[src/rtl/acc16_seq.sv]
// Sequential accumulator around a 16-bit ripple-carry adder, with valid/ready on both sides.
// Optional saturating arithmetic is enabled by defining ACC16_SAT_EN.

module fulladder16 (
    input  logic [15:0] A,
    input  logic [15:0] B,
    input  logic        Cin,
    output logic [15:0] Sum,
    output logic        Cout
);
    logic [16:0] w_c;

    assign w_c[0] = Cin;

    for (genvar i = 0; i < 16; i++) begin : g_bit
        assign Sum[i]    = A[i] ^ B[i] ^ w_c[i];
        assign w_c[i+1]  = (A[i] & B[i]) | (w_c[i] & (A[i] ^ B[i]));
    end

    assign Cout = w_c[16];
endmodule

module acc16_seq (
    input  logic        clk,
    input  logic        rst,
    input  logic        in_valid,
    output logic        in_ready,
    input  logic [15:0] In,
    input  logic [1:0]  Op,
    output logic        out_valid,
    input  logic        out_ready,
    output logic [15:0] Acc,
    output logic        Cout,
    output logic        Ovf,
    output logic        OvfSticky,
    output logic        Zero,
    output logic [7:0]  Count
);
    localparam logic [1:0] OP_ADD  = 2'b00;
    localparam logic [1:0] OP_SUB  = 2'b01;
    localparam logic [1:0] OP_LOAD = 2'b10;
    localparam logic [1:0] OP_CLR  = 2'b11;

    typedef enum logic {S_EMPTY = 1'b0, S_FULL = 1'b1} state_t;

    state_t      r_state;
    state_t      w_state_next;
    logic        w_accept;

    logic [15:0] r_acc;
    logic        r_cout;
    logic        r_ovf;
    logic        r_ovf_sticky;
    logic        r_zero;
    logic [7:0]  r_count;

    logic        w_is_sub;
    logic [15:0] w_b;
    logic [15:0] w_sum;
    logic        w_cout;
    logic        w_ovf;
    logic [15:0] w_acc_arith;

`ifdef ACC16_SAT_EN
    // Clamp direction follows the sign of the accumulator operand.
    function automatic logic [15:0] sat16(input logic neg);
        return neg ? 16'h8000 : 16'h7FFF;
    endfunction
`endif

    assign w_is_sub = (Op == OP_SUB);
    assign w_b      = w_is_sub ? ~In : In;

    fulladder16 u_add (
        .A    (r_acc),
        .B    (w_b),
        .Cin  (w_is_sub),
        .Sum  (w_sum),
        .Cout (w_cout)
    );

    assign w_ovf = (r_acc[15] == w_b[15]) && (w_sum[15] != r_acc[15]);

`ifdef ACC16_SAT_EN
    assign w_acc_arith = w_ovf ? sat16(r_acc[15]) : w_sum;
`else
    assign w_acc_arith = w_sum;
`endif

    always_ff @(posedge clk or posedge rst) begin
        if (rst) r_state <= S_EMPTY;
        else     r_state <= w_state_next;
    end

    always_comb begin
        w_state_next = r_state;
        case (r_state)
            S_EMPTY: if (w_accept) w_state_next = S_FULL;
            S_FULL:  if (out_ready && !w_accept) w_state_next = S_EMPTY;
            default: w_state_next = S_EMPTY;
        endcase
    end

    always_comb begin
        out_valid = (r_state == S_FULL);
        in_ready  = (r_state == S_EMPTY) || out_ready;
    end

    assign w_accept = in_valid && in_ready;

    always_ff @(posedge clk or posedge rst) begin
        if (rst) begin
            r_acc        <= 16'h0000;
            r_cout       <= 1'b0;
            r_ovf        <= 1'b0;
            r_ovf_sticky <= 1'b0;
            r_zero       <= 1'b1;
            r_count      <= 8'h00;
        end else if (w_accept) begin
            case (Op)
                OP_ADD, OP_SUB: begin
                    r_acc        <= w_acc_arith;
                    r_zero       <= (w_acc_arith == 16'h0000);
                    r_cout       <= w_cout;
                    r_ovf        <= w_ovf;
                    r_ovf_sticky <= r_ovf_sticky | w_ovf;
                    if (r_count != 8'hFF) r_count <= r_count + 8'd1;
                end
                OP_LOAD: begin
                    r_acc        <= In;
                    r_zero       <= (In == 16'h0000);
                    r_cout       <= 1'b0;
                    r_ovf        <= 1'b0;
                    r_ovf_sticky <= 1'b0;
                    r_count      <= 8'h00;
                end
                OP_CLR: begin
                    r_acc        <= 16'h0000;
                    r_zero       <= 1'b1;
                    r_cout       <= 1'b0;
                    r_ovf        <= 1'b0;
                    r_ovf_sticky <= 1'b0;
                    r_count      <= 8'h00;
                end
                default: ;
            endcase
        end
    end

    assign Acc       = r_acc;
    assign Cout      = r_cout;
    assign Ovf       = r_ovf;
    assign OvfSticky = r_ovf_sticky;
    assign Zero      = r_zero;
    assign Count     = r_count;
endmodule

[config.mk]
export PLATFORM = sky130hd
export DESIGN_NAME = acc16_seq
export DESIGN_NICKNAME = d
export VERILOG_FILES = /design/src/rtl/acc16_seq.sv
export SDC_FILE = /design/constraint.sdc
export NUM_CORES = 1
export LEC_CHECK = 0
export CORE_ASPECT_RATIO = 2
export CORE_MARGIN = 3
export CORE_UTILIZATION = 35
export CTS_BUF_LIST = sky130_fd_sc_hd__clkbuf_8 sky130_fd_sc_hd__clkbuf_16
export DETAILED_ROUTE_END_ITERATION = 16
export SYNTH_ARGS = -nofsm -noshare
export SYNTH_HDL_FRONTEND = slang
export SYNTH_SLANG_ARGS = --single-unit
[constraint.sdc]
create_clock -name clk -period 12.7 [get_ports clk]
set_input_delay 1.27 -clock clk [delete_from_list [all_inputs] [get_ports clk]]
set_output_delay 1.27 -clock clk [all_outputs]
set_load 0.1 [all_outputs]
==> results.cfg, run 1 <==
[grt]
grt_pass1_vias = 1850
grt_pass1_wl_um = 9039
antenna_found_initial = 0
track_usage_pct = 17.60
grt_max_degree = 42
grt_overflow = 0

[floorplanning]
start_util_pct = 36.82
dieHeight_um = 113.7
core_area_um2 = 5515
pin_count = 52
die_width_um = 59.86
rows = 38
die_area_um2 = 6807

[finish]
multi_input_area_um2 = 1166
fin_util_pct = 48.21
layout_common_cells = 51 x clkdlybuf4s50_1, 28 x dfrtp_1, 22 x inv_1
fin_nets = 306
layout_commonest_cell = clkdlybuf4s50_1
syn2layout_area_growth_pct = 30.93
fill_cells = 535
num_antenna_cells = 0
seqCellArea_um2 = 726.9
drive_gt1_share_pct = 5.618

[route]
viasPerCell = 5.248
wire_per_inst_um = 16.68
first_pass_iters = 4
vias = 1716
routed_wirelength_um = 5455
drc = 0
ant_nets = 0
drtIter0Drc = 25

[power_and_ir_drop]
power_frac_comb_pct = 64.9
seqPwrFrac_pct = 22.6
p_leak_nw = 1.080
max-vdd-ir-drop_mv = 0.1524
p_switching_mw = 0.3427
power_density_nw_per_um2 = 232.3
clockPowerShare_pct = 12.5
p_int_mw = 0.2751
p_sw_share_pct = 55.47

[critical_path]
r2r_slack_ns = 5.72
worstSetupStartpointType = primary input
critPathCaptureType = flip-flop
required_ns = 12.91
arrival_ns = 9.33
path_max_fanout = 16
path_class = primary input to flip-flop

[timing]
drv_slew = 0
grt_setup_unrepaired = no
slew_headroom_pct = 26.67
fin_crit_sh_pct = 71.82
fmax_ghz = 0.1096
finalSetupViolations = 0
max_slew.worst_pin.slew_ns = 1.097
hold_viol_final = 0
min_period_ns = 9.121
fin_skew_ns = 0.009227
tns_ns = 0

[clock_tree]
cts_root_buf = clkbuf_8
cts.sinks = 29
cts_setup_buffers = 0
clockBufferDepth = 2
cts_hold_buffers = 0
cts_buffers = 5
ctsHtreeMaxLevel = 2
cts_tree = yes
cts_resized = 0
clkSlewWorstSetupHoldPaths_ns = 0.07
clk_latency_ns = 0.29

[synthesis]
synth-async-reset-ratio_pct = 100.0
synth.distinct_cells = 38
seq_area_frac_synth_pct = 35.80
syn_area_um2 = 2031
synth_flop_cell = dfrtp_1
synth_edf_count = 0
yosys_warnings = 0
syn_inst = 219
syn_nets = 258
syn_area_per_cell_um2 = 9.273
synth_seq_cells = 29

[placed_design]
io_buffers = 51
place_hpwl_um = 4165
gp_routability_congestion = 0.8135

[run]
max-cap-violations = 0

[hold_path]
hp-class = flip-flop to flip-flop

[outcome]
status = finished clean
==> flip-flops by register name, indices dropped and copies added, names as in the netlist <==
register,count
Zero,1
out_valid,1
Count,8
OvfSticky,1
Ovf,1
Cout,1
Acc,16
==> cells in the mapped netlist, drive strengths merged, types with 2 or more instances <==
cell type	count	share of area [%]
a21o	2	0.74
a21oi	8	2.0
a31oi	15	4.6
buf	8	2.2
clkbuf	4	0.74
dfrtp	28	35
fa	15	15
ha	2	1.2
inv	21	3.9
nand2	20	3.7
nand2b	4	1.4
nand3	3	0.74
nand4	4	1.2
nor2	19	3.6
nor2b	4	1.2
nor4	4	1.2
o21ai	20	4.9
o31ai	5	1.8
or3	2	0.74
or4	3	1.1
xnor2	12	5.2
xor2	5	2.2
==> final timing paths <==
kind / startpoint / to / cells after the start
worst max register to register: Acc[0] / Zero / 24
max in group asynchronous: rst / Zero / 3
worst min-delay path: Cout / Cout / 2
min in group asynchronous: rst / Acc[7] / 3
worst max-delay path: Op[0] / Zero / 27
worst min register to register: Cout / Cout / 2
==> routing by layer <==
| metal | up-vias | routed length (µm) | global-route usage (%) |
|---|---|---|---|
| met5 | - | 0 | 0 |
| met1 | 814 | 2045 | 19.71 |
| met4 | 0 | 155 | 7.396 |
| li1 | 843 | - | - |
| met3 | 12 | 288 | 3.737 |
| met2 | 47 | 2966 | 30.85 |
==> per-stage QoR <==
| stage | instance area, µm² | cells | hold slack (ns) | power, mW | worst slack, ns |
|---|---|---|---|---|---|
| floorplan | 2031 | 219 | 0.6925 | 0.4363 | 4.614 |
| global placement | 2572 | 320 | 0.4710 | 0.5434 | 3.485 |
| detailed placement | 2572 | 320 | 0.4787 | 0.5448 | 3.298 |
| CTS | 2659 | 327 | 0.4926 | 0.6241 | 3.603 |
| global route | 2659 | 327 | 0.5103 | 0.6534 | 3.205 |
| finish | 2659 | 327 | 0.4880 | 0.6177 | 3.579 |
==> worst max-delay path: stages <==
cell and delay [ns]:
clkdlybuf4s50_1 0.51, inv_1 0.22, nor2_2 0.79, mux2i_1 0.22
fa_1 0.44, fa_1 0.41, fa_1 0.41, fa_1 0.40
fa_1 0.41, fa_1 0.40, fa_1 0.36, inv_1 0.07
fa_1 0.17, fa_1 0.16, inv_1 0.05, fa_1 0.35
inv_1 0.07, fa_1 0.15, inv_1 0.05, fa_1 0.38
fa_1 0.40, fa_1 0.40, fa_1 0.55, nand4_1 0.10
nor4b_1 0.26, a31oi_1 0.11, o21ai_0 0.19
==> cell families (layout without fill, tap and decap cells) <==
logic type	count (synthesis)	count (layout)	share of synthesized area, %
AO/OA/AOI/OAI	54	54	16.64
flip-flops	29	29	35.80
buffers and inverters	33	81	6.777
AND/OR/NAND/NOR	67	67	16.39
adder cells (fa/ha/maj)	17	17	16.02
multiplexers	2	2	1.047
XOR/XNOR	17	17	7.332
==> power groups by stage <==
stage          Clock, mW  Combinational [mW]  Sequential [mW]
6_report          0.0772               0.401            0.140
5_1_grt           0.0830               0.426            0.144
4_1_cts           0.0795               0.404            0.140
3_5_place_dp           0               0.403            0.142
3_3_place_gp           0               0.402            0.141
2_1_floorplan          0               0.124            0.312
==> layout make-up <==
cell class | count | share of cell area [%]
Inverter | 21 | 2.965
Clock buffer | 6 | 3.106
Multi-Input combinational cell | 157 | 43.86
Timing Repair Buffer | 53 | 19.76
Clock inverter | 1 | 0.1412
Sequential cell | 29 | 27.34
Tap cell | 60 | 2.824
No activity file was read; power rests on OpenSTA's default activity.
==> run 2: changes to the inputs <==
- clock period: 12.7 -> 8.2 ns (I/O delays scaled with it)
==> run 2 against run 1 <==
  * Die area unchanged
  * Register-to-register slack got worse by 4.4 ns
  * Via count is 2.6% higher
  * Critical path type unchanged
  * Highest routed layer unchanged
==> results.cfg, run 2 (same netlist as run 1, synthesis figures left out) <==
[critical_path]
critPathMostFrequentCell = fa_1
arrival_ns = 7.91
critPathCaptureType = flip-flop
required_ns = 8.41
path_class = primary input to flip-flop
r2r_slack_ns = 1.32
worstSetupStartpointType = primary input
reg2reg_to = Zero
r2r_cells = 24
r2r_start = Acc[0]
cpPeakStageDelay_ns = 0.55
cp_slowest_cell = fa_1
path_max_fanout = 3
crit_family = adder cells
cp_num_buf_inv = 6

[clock_tree]
cts.sinks = 29
clkSlewWorstSetupHoldPaths_ns = 0.06
clk_latency_ns = 0.29
cts_root_buf = clkbuf_8
cts_tree = yes
cts_hold_buffers = 0
cts_setup_buffers = 0
ctsHtreeMaxLevel = 2
cts_resized = 0
cts_buffers = 5
clockBufferDepth = 2

[route]
wl_met1_um = 2167
highest_layer = met4
vias = 1761
routed_wirelength_um = 5571
wire_per_inst_um = 16.83
drc = 0
first_pass_iters = 4
viasPerCell = 5.320
drtIter0Drc = 46
ant_nets = 0
met3_length_um = 254
met2WireLength_um = 2994

[hold_path]
hp-start = Zero
hp-class = flip-flop to flip-flop
min_to = Zero
hold_depth = 2

[power_and_ir_drop]
power_density_nw_per_um2 = 356.5
p_leak_nw = 1.099
max-vdd-ir-drop_mv = 0.2302

[grt]
track_usage_pct = 18.43
grt_pass1_vias = 1928
grt_pass1_wl_um = 9425
grt_overflow = 0
antenna_found_initial = 0
grt_max_degree = 41

[floorplanning]
pin_count = 52
rows = 38
dieHeight_um = 113.7
die_area_um2 = 6807
die_width_um = 59.86
core_area_um2 = 5515
start_util_pct = 36.82

[timing]
slew_headroom_pct = 34.56
fin_crit_sh_pct = 93.97
fin_skew_ns = 0.01602
fmax_ghz = 0.1298
min_period_ns = 7.706
fin_ws_ns = 0.4943
grt_setup_unrepaired = no
hold_viol_final = 0
tns_ns = 0
max_slew.worst_pin.slew_ns = 0.9786
finalSetupViolations = 0
hold-worst-slack_ns = 0.4756
drv_slew = 0

[finish]
syn2layout_area_growth_pct = 32.41
layout_common_cells = 51 x clkdlybuf4s50_1, 28 x dfrtp_1, 22 x inv_1
largest_reg_flops = 16
fill_cells = 545
fin_nets = 310
drive_gt1_share_pct = 7.011
layout_commonest_cell = clkdlybuf4s50_1
num_antenna_cells = 0

[run]
max-cap-violations = 0

[outcome]
status = finished clean

[placed_design]
place_hpwl_um = 4183
post-place-ws_ns = 0.2248
io_buffers = 51
gp_routability_congestion = 0.8675
==> run 2: changes by cell type in the layout (fill, tap and decap cells not counted), sizes merged <==
cell  previous run  this run
buf              2         6
==> run 2: metal layers <==
metal,vias to the layer above,track usage (%)
met5,-,0
li1,850,-
met3,11,3.511
met4,0,7.840
met1,855,20.92
met2,45,32.23
==> run 2: worst max-delay path by stage <==
stage / from / endpoint / slack, ns / cells after the start
floorplan: Op[0] / Zero / 0.56 / 27
global placement: Op[0] / Zero / 0.36 / 27
detailed placement: Op[0] / Zero / 0.22 / 27
CTS: Op[0] / Zero / 0.50 / 27
global route: Op[0] / Zero / 0.08 / 27
finish: Op[0] / Zero / 0.49 / 27
==> run 2: area by class of cell <==
type                    count  area [µm²]  share of cell area [%]
multi-input cells         157        1166                   43.37
flip-flops and latches     29       726.9                   27.04
repair buffers             57       555.5                   20.66
clock buffers               6       82.58                   3.071
inverters                  21       78.83                   2.932
well taps                  60       75.07                   2.792
clock inverters             1       3.754                  0.1396
==> run 2: where the power goes <==
| group | switching [mW] | internal (mW) | total (mW) | leakage [nW] |
|---|---|---|---|---|
| clock network | 0.0588 | 0.0654 | 0.124 | 0.0485 |
| registers | 0.0356 | 0.181 | 0.216 | 0.372 |
| logic | 0.437 | 0.181 | 0.618 | 0.679 |
| total | 0.532 | 0.427 | 0.958 | 1.10 |
==> run 2: worst min-delay path, cell delays in order (launching register included) <==
cell     delay [ns]
dfstp_2        0.37
nand2_1        0.04
o21ai_0        0.06
==> run 2: per-stage QoR <==
stage          cell area, µm²  instances  utilization [%]  power (mW)
4_1_cts                  2689        331            48.75      0.9707
3_5_place_dp             2603        324            47.19      0.8433
2_1_floorplan            2031        219                -      0.6758
5_1_grt                  2689        331            48.75       1.020
6_report                 2689        331            48.75      0.9584
3_3_place_gp             2603        324            47.19      0.8413
==> run 3: changes to the inputs <==
- CAP_MARGIN: unset -> 10
- HOLD_SLACK_MARGIN: unset -> 0.03
==> results of run 3 <==
Same layout as run 2: the final DEF is identical, and so are final timing and power.
